### src/rtl/l1mmu_arb_pkg.sv
// l1mmu_arb_pkg: shared types and default widths for the l1mmu arbiter.
// The optional watchdog in l1mmu_arbiter is enabled by L1MMU_ARB_TIMEOUT_EN.
package l1mmu_arb_pkg;

  typedef enum logic [1:0] {
    IDLE     = 2'd0,
    SERVE_IC = 2'd1,
    SERVE_DC = 2'd2
  } arb_state_e;

  typedef enum logic {
    RD = 1'b0,
    WR = 1'b1
  } req_kind_e;

  localparam int DEF_ADDR_W         = 32;
  localparam int DEF_LINE_W         = 256;
  localparam int DEF_TIMEOUT_CYCLES = 1024;

endpackage

### src/rtl/l1mmu_arb_rr_pick.sv
// l1mmu_arb_rr_pick: 2-way round-robin picker. On a tie the requester that
// was not served last wins; a lone candidate always wins.
module l1mmu_arb_rr_pick (
  input  logic ic_cand,
  input  logic dc_cand,
  input  logic last_ic,
  output logic pick_ic,
  output logic pick_dc
);

  // Tie goes to dCache only when iCache was the previous owner.
  always_comb begin
    pick_ic = ic_cand && (!dc_cand || !last_ic);
    pick_dc = dc_cand && (!ic_cand ||  last_ic);
  end

endmodule

### src/rtl/l1mmu_arbiter.sv
// l1mmu_arbiter: shares the single l1mmu refill/writeback port between the
// iCache (read-only) and dCache (read/write). One transaction in flight,
// round-robin on ties, registered request capture, done routed to the owner.
// Define L1MMU_ARB_TIMEOUT_EN to add the SERVE watchdog and timeout_err port.
module l1mmu_arbiter
  import l1mmu_arb_pkg::*;
#(
  parameter int ADDR_W         = DEF_ADDR_W,
`ifdef L1MMU_ARB_TIMEOUT_EN
  parameter int TIMEOUT_CYCLES = DEF_TIMEOUT_CYCLES,
`endif
  parameter int LINE_W         = DEF_LINE_W
) (
  input  logic              sys_clk,
  input  logic              rst,
  input  logic              ic_req_read,
  input  logic [ADDR_W-1:0] ic_req_addr,
  output logic              ic_read_done,
  output logic [LINE_W-1:0] ic_read_data,
  input  logic              dc_req_read,
  input  logic              dc_req_write,
  input  logic [ADDR_W-1:0] dc_req_addr,
  input  logic [LINE_W-1:0] dc_write_data,
  output logic              dc_read_done,
  output logic              dc_write_done,
  output logic [LINE_W-1:0] dc_read_data,
  output logic              mmu_req_read,
  output logic              mmu_req_write,
  output logic [ADDR_W-1:0] mmu_req_addr,
  output logic [LINE_W-1:0] mmu_write_data,
  input  logic              mmu_read_done,
  input  logic              mmu_write_done,
  input  logic [LINE_W-1:0] mmu_read_data,
`ifdef L1MMU_ARB_TIMEOUT_EN
  output logic              timeout_err,
`endif
  output logic              arb_busy
);

  arb_state_e        state_q, state_d;
  req_kind_e         kind_q, kind_d;
  logic              last_ic_q, last_ic_d;
  logic [ADDR_W-1:0] addr_q, addr_d;
  logic [LINE_W-1:0] wdata_q, wdata_d;

  logic pick_ic, pick_dc;
  logic serving;
  logic done_hit;
  logic timeout_hit;

  l1mmu_arb_rr_pick u_rr_pick (
    .ic_cand (ic_req_read),
    .dc_cand (dc_req_read | dc_req_write),
    .last_ic (last_ic_q),
    .pick_ic (pick_ic),
    .pick_dc (pick_dc)
  );

  assign serving = (state_q == SERVE_IC) || (state_q == SERVE_DC);

`ifdef L1MMU_ARB_TIMEOUT_EN
  logic [31:0] wait_cnt_q, wait_cnt_d;
  logic        timeout_err_q, timeout_err_d;

  // Watchdog: counter restarts on every grant and fires on the last allowed SERVE cycle.
  always_comb begin
    wait_cnt_d    = wait_cnt_q;
    timeout_err_d = timeout_err_q;
    timeout_hit   = serving && (wait_cnt_q == 32'(TIMEOUT_CYCLES - 1));
    if (state_q == IDLE) begin
      wait_cnt_d = 32'd0;
    end else begin
      wait_cnt_d = wait_cnt_q + 32'd1;
    end
    if (timeout_hit) begin
      timeout_err_d = 1'b1;
    end
  end

  // Watchdog registers; the error flag is sticky until reset.
  always_ff @(posedge sys_clk) begin
    if (rst) begin
      wait_cnt_q    <= 32'd0;
      timeout_err_q <= 1'b0;
    end else begin
      wait_cnt_q    <= wait_cnt_d;
      timeout_err_q <= timeout_err_d;
    end
  end

  assign timeout_err = timeout_err_q;
`else
  assign timeout_hit = 1'b0;
`endif

  // A transaction ends on the done pulse matching its kind (or on a watchdog expiry).
  assign done_hit = serving &&
                    (((kind_q == RD) && mmu_read_done) ||
                     ((kind_q == WR) && mmu_write_done) ||
                     timeout_hit);

  // Next-state: grant and capture in IDLE, wait for completion while serving.
  always_comb begin
    state_d   = state_q;
    kind_d    = kind_q;
    last_ic_d = last_ic_q;
    addr_d    = addr_q;
    wdata_d   = wdata_q;
    case (state_q)
      IDLE: begin
        if (pick_ic) begin
          state_d   = SERVE_IC;
          kind_d    = RD;
          addr_d    = ic_req_addr;
          last_ic_d = 1'b1;
        end else if (pick_dc) begin
          state_d   = SERVE_DC;
          kind_d    = dc_req_write ? WR : RD;
          addr_d    = dc_req_addr;
          wdata_d   = dc_write_data;
          last_ic_d = 1'b0;
        end
      end
      SERVE_IC, SERVE_DC: begin
        if (done_hit) begin
          state_d = IDLE;
        end
      end
      default: begin
        state_d = IDLE;
      end
    endcase
  end

  // State and captured-request registers.
  always_ff @(posedge sys_clk) begin
    if (rst) begin
      state_q   <= IDLE;
      kind_q    <= RD;
      last_ic_q <= 1'b0;
      addr_q    <= '0;
      wdata_q   <= '0;
    end else begin
      state_q   <= state_d;
      kind_q    <= kind_d;
      last_ic_q <= last_ic_d;
      addr_q    <= addr_d;
      wdata_q   <= wdata_d;
    end
  end

  assign mmu_req_read   = serving && (kind_q == RD);
  assign mmu_req_write  = serving && (kind_q == WR);
  assign mmu_req_addr   = addr_q;
  assign mmu_write_data = wdata_q;
  assign arb_busy       = serving;

  // Completion is suppressed while rst is high so a reset never leaks a done.
  assign ic_read_done  = !rst && done_hit && (state_q == SERVE_IC);
  assign dc_read_done  = !rst && done_hit && (state_q == SERVE_DC) && (kind_q == RD);
  assign dc_write_done = !rst && done_hit && (state_q == SERVE_DC) && (kind_q == WR);

  assign ic_read_data = mmu_read_data;
  assign dc_read_data = mmu_read_data;

endmodule

### config.mk
export PLATFORM = sky130hd
export DESIGN_NAME = l1mmu_arbiter
export DESIGN_NICKNAME = d
export VERILOG_FILES = /design/src/rtl/l1mmu_arb_pkg.sv /design/src/rtl/l1mmu_arb_rr_pick.sv /design/src/rtl/l1mmu_arbiter.sv
export SDC_FILE = /design/constraint.sdc
export NUM_CORES = 1
export LEC_CHECK = 0
export CAP_MARGIN = 40
export CORE_AREA = 2 2 540 542
export CTS_CLUSTER_SIZE = 25
export DETAILED_ROUTE_END_ITERATION = 8
export DIE_AREA = 0 0 542 544
export GPL_TIMING_DRIVEN = 1
export SLEW_MARGIN = 10
export SYNTH_ARGS = -nofsm -noshare
export SYNTH_HDL_FRONTEND = slang
export SYNTH_SLANG_ARGS = --single-unit
### constraint.sdc
create_clock -name sys_clk -period 4.6 [get_ports sys_clk]
set_clock_uncertainty 0.05 [all_clocks]
set_input_delay 0.92 -clock sys_clk [delete_from_list [all_inputs] [get_ports sys_clk]]
set_output_delay 0.92 -clock sys_clk [all_outputs]
set_load 0.01 [all_outputs]
==> run metrics <==
status=finished, final reports clean; post_cts resized=0; routed length per placed instance=33.2 um; CP Class=input port to output port; Placed Area=approximately 23000 um^2; path depth of the worst reg2reg path=6; Distinct cells, synth=32; Max Clk Rate=257 MHz; Post-Syn Instances=1963; worst r2r dst=mmu_write_data[108]$_SDFFE_PP0P_; met3 routed WL=about 55000 um; syn_nets=~2500; CORE AREA=roughly 290000 um^2; Remaining Overflow, GRT=0; CTS root buf=clkbuf_16; routed via count=16500; VDD IR-drop max=0.000267 V; slowest CP cell=clkdlybuf4s50_1; TritonCTS clock tree=yes; Least-Margin Pin Slew=0.942 ns; Avg Cell Area, Syn=approximately 8.4 um^2; most frequent cells in the layout=618 x clkdlybuf4s50_1, 292 x dfxtp_1, 257 x o31ai_1, 257 x a21oi_1, 256 x nand4_1; Finished Cell Area=25000 um^2; Rows=roughly 200; Leakage=~7.5 nW; DIE AREA=295000 um^2; Worst-Skew Late Latency=between 0.6 and 0.7 ns; GPL Wtd Cong=between 0.9 and 1; top layer in use=met5; Hold Fails Final Rpt=0; DP HPWL=between 150000 and 200000 um; CTS buffer count=43; DRC marker count from the first detailed-route iteration=around 1900; final WL=just under 200000 um; Seq/Total Area, Yosys=a little over a third; Synth Cell Area=about 16000 um^2; largest net degree at the start of global routing=roughly 130; Multi-input gate area=between 5000 and 6000 um^2; Max Transition Viols Final=0; worst r2r src=state_q[0]$_SDFFE_PP0P_; nets=roughly 2500; clock buffer depth=3; number of buffers added on ports=just over 600; fillcell total=roughly 34000; P&R area growth vs syn=51.5%; commonest non-fill, non-tap cell in the layout=clkdlybuf4s50_1; critical-path maximum fanout=3; WL met1=~48000 um; Global Route Usage Sum=12.5%; RSZ-0062 raised after global routing=false; Rel. slew slack=a little under two fifths; Via density=roughly 2.8; # IOs=roughly 1400; TNS Setup=0 ns; endpoints failing setup=0; Hold Buf Count CTS=0; Starting Density=under 10%; max cap viols=0; Most Frequent Cell on Critical Path=clkdlybuf4s50_1; Sink Count=292; number of global-route vias before repair=around 15000; Post-CTS Setup Inserts=0; class of the worst hold path=flop to flop; reg2reg setup slack=2.10 ns; initial antenna violation count=97; drt drc=0; CP Data Arrival Time=around 3 ns; cells along the critical path=clkdlybuf4s50_1 -> mux2i_1 -> nor4bb_1 -> clkdlybuf4s50_1; Worst-path clk slew=~0.06 ns; Final Power=approximately 0.01 W; slowest stage delay, CP=0.76 ns; Period minus WS final=slightly below 4 ns; element type at the critical path end=output port; met2 WL=~76000 um; Reg area=a little under 6000 um^2; WHS Endpoint=mmu_write_data[149]$_SDFFE_PP0P_; Worst EP required=roughly 3.6 ns; crit start category=input port; drt pass-1 iters=6; fin crit share=between 80% and 90%; Die X=roughly 540 um; Synth Register Bits=just under 300; share of cells above drive strength 1=under 10%; Hold Path Origin=mmu_write_data[149]$_SDFFE_PP0P_; first-pass GRT wire length=226000 um; Die Y-Extent=between 500 and 600 um; H-tree levels=2; Yosys warnings=0; PD cells=393 nW/um^2; Final ANT Viol Nets=0; hold path depth=2
==> routing by layer <==
layer  track usage [%]  vias up
li1                  -     6712
met3              16.1      567
met4              7.81       28
met1              9.00     7486
met5             0.682        -
met2              17.4     1691
==> Yosys cell counts <==
cell | number | area (um^2)
buf_4 | 515 | 3870
dfxtp_1 | 292 | 5850
a21oi_1 | 257 | 1290
o31ai_1 | 257 | 1930
nand4_1 | 256 | 1600
buf_2 | 127 | 636
clkbuf_1 | 82 | 308
nor2_1 | 35 | 131
nand3_1 | 34 | 170
o21ai_0 | 33 | 165
a311oi_1 | 31 | 272
buf_1 | 13 | 48.8
inv_1 | 4 | 15.0
ha_1 | 3 | 37.5
nand2b_1 | 3 | 18.8
and2_1 | 2 | 12.5
nand2_1 | 2 | 7.51
nor2b_1 | 2 | 12.5
o32ai_1 | 2 | 17.5
a22oi_1 | 1 | 7.51
a311oi_2 | 1 | 15.0
a32oi_1 | 1 | 8.76
clkbuf_2 | 1 | 5.00
mux2i_1 | 1 | 10.0
nand3b_1 | 1 | 7.51
nor3_1 | 1 | 5.00
nor3b_1 | 1 | 7.51
nor4bb_1 | 1 | 10.0
o21a_1 | 1 | 7.51
o21ai_2 | 1 | 8.76
o31a_1 | 1 | 8.76
or2_1 | 1 | 6.26
==> layout make-up <==
| class | instances | share of cell area (%) |
|---|---|---|
| Timing Repair Buffer | 676 | 27.6 |
| Sequential cell | 292 | 23.4 |
| Multi-Input combinational cell | 929 | 23.3 |
| Tap cell | 3800 | 19.0 |
| Clock buffer | 53 | 4.66 |
| Clock inverter | 27 | 1.64 |
| Antenna cell | 32 | 0.321 |
| Inverter | 4 | 0.0902 |
==> sequential cells by signal, summed over array words and instances (netlist names) <==
signal,flops
kind_q,1
last_ic_q,1
mmu_req_addr,32
mmu_write_data,256
state_q,2
==> logic make-up after synthesis <==
group / share of synthesized area (%)
AO/OA/AOI/OAI: 22.6
multiplexers: 0.0607
adder cells (fa/ha/maj): 0.228
flip-flops: 35.5
AND/OR/NAND/NOR: 12.1
buffers and inverters: 29.6
==> through the flow <==
step           std cells  hold slack, ns  setup slack (ns)  util [%]
5_1_grt             5807           0.440             0.618      8.63
4_1_cts             5781           0.418             0.666      8.60
2_1_floorplan       1963           0.420              1.86         -
3_3_place_gp        5698           0.404             0.603      8.04
6_report            5813           0.415             0.708      8.63
3_5_place_dp        5701           0.409             0.668      8.06
==> worst max path at each step <==
| stage | from | endpoint | slack (ns) | cells past startpoint |
|---|---|---|---|---|
| finish | mmu_read_done | ic_read_done | 0.71 | 4 |
| global route | mmu_read_done | ic_read_done | 0.62 | 4 |
| CTS | mmu_read_done | ic_read_done | 0.67 | 4 |
| detailed placement | mmu_read_done | ic_read_done | 0.67 | 4 |
| global placement | mmu_read_done | ic_read_done | 0.60 | 4 |
| floorplan | rst | dc_read_done | 1.86 | 4 |
==> worst max-delay path, delay by kind of cell <==
kind          cells  cell delay, ns
buf+inv           2            1.39
mux               1            0.21
simple gates      1            0.39
==> where the power goes <==
part           switching, W  total, W  internal, W
sequential         0.000177   0.00300      0.00283
clock               0.00154   0.00381      0.00227
combinational       0.00188   0.00301      0.00113
total               0.00360   0.00982      0.00622
Power figures use the tool's default switching activity.
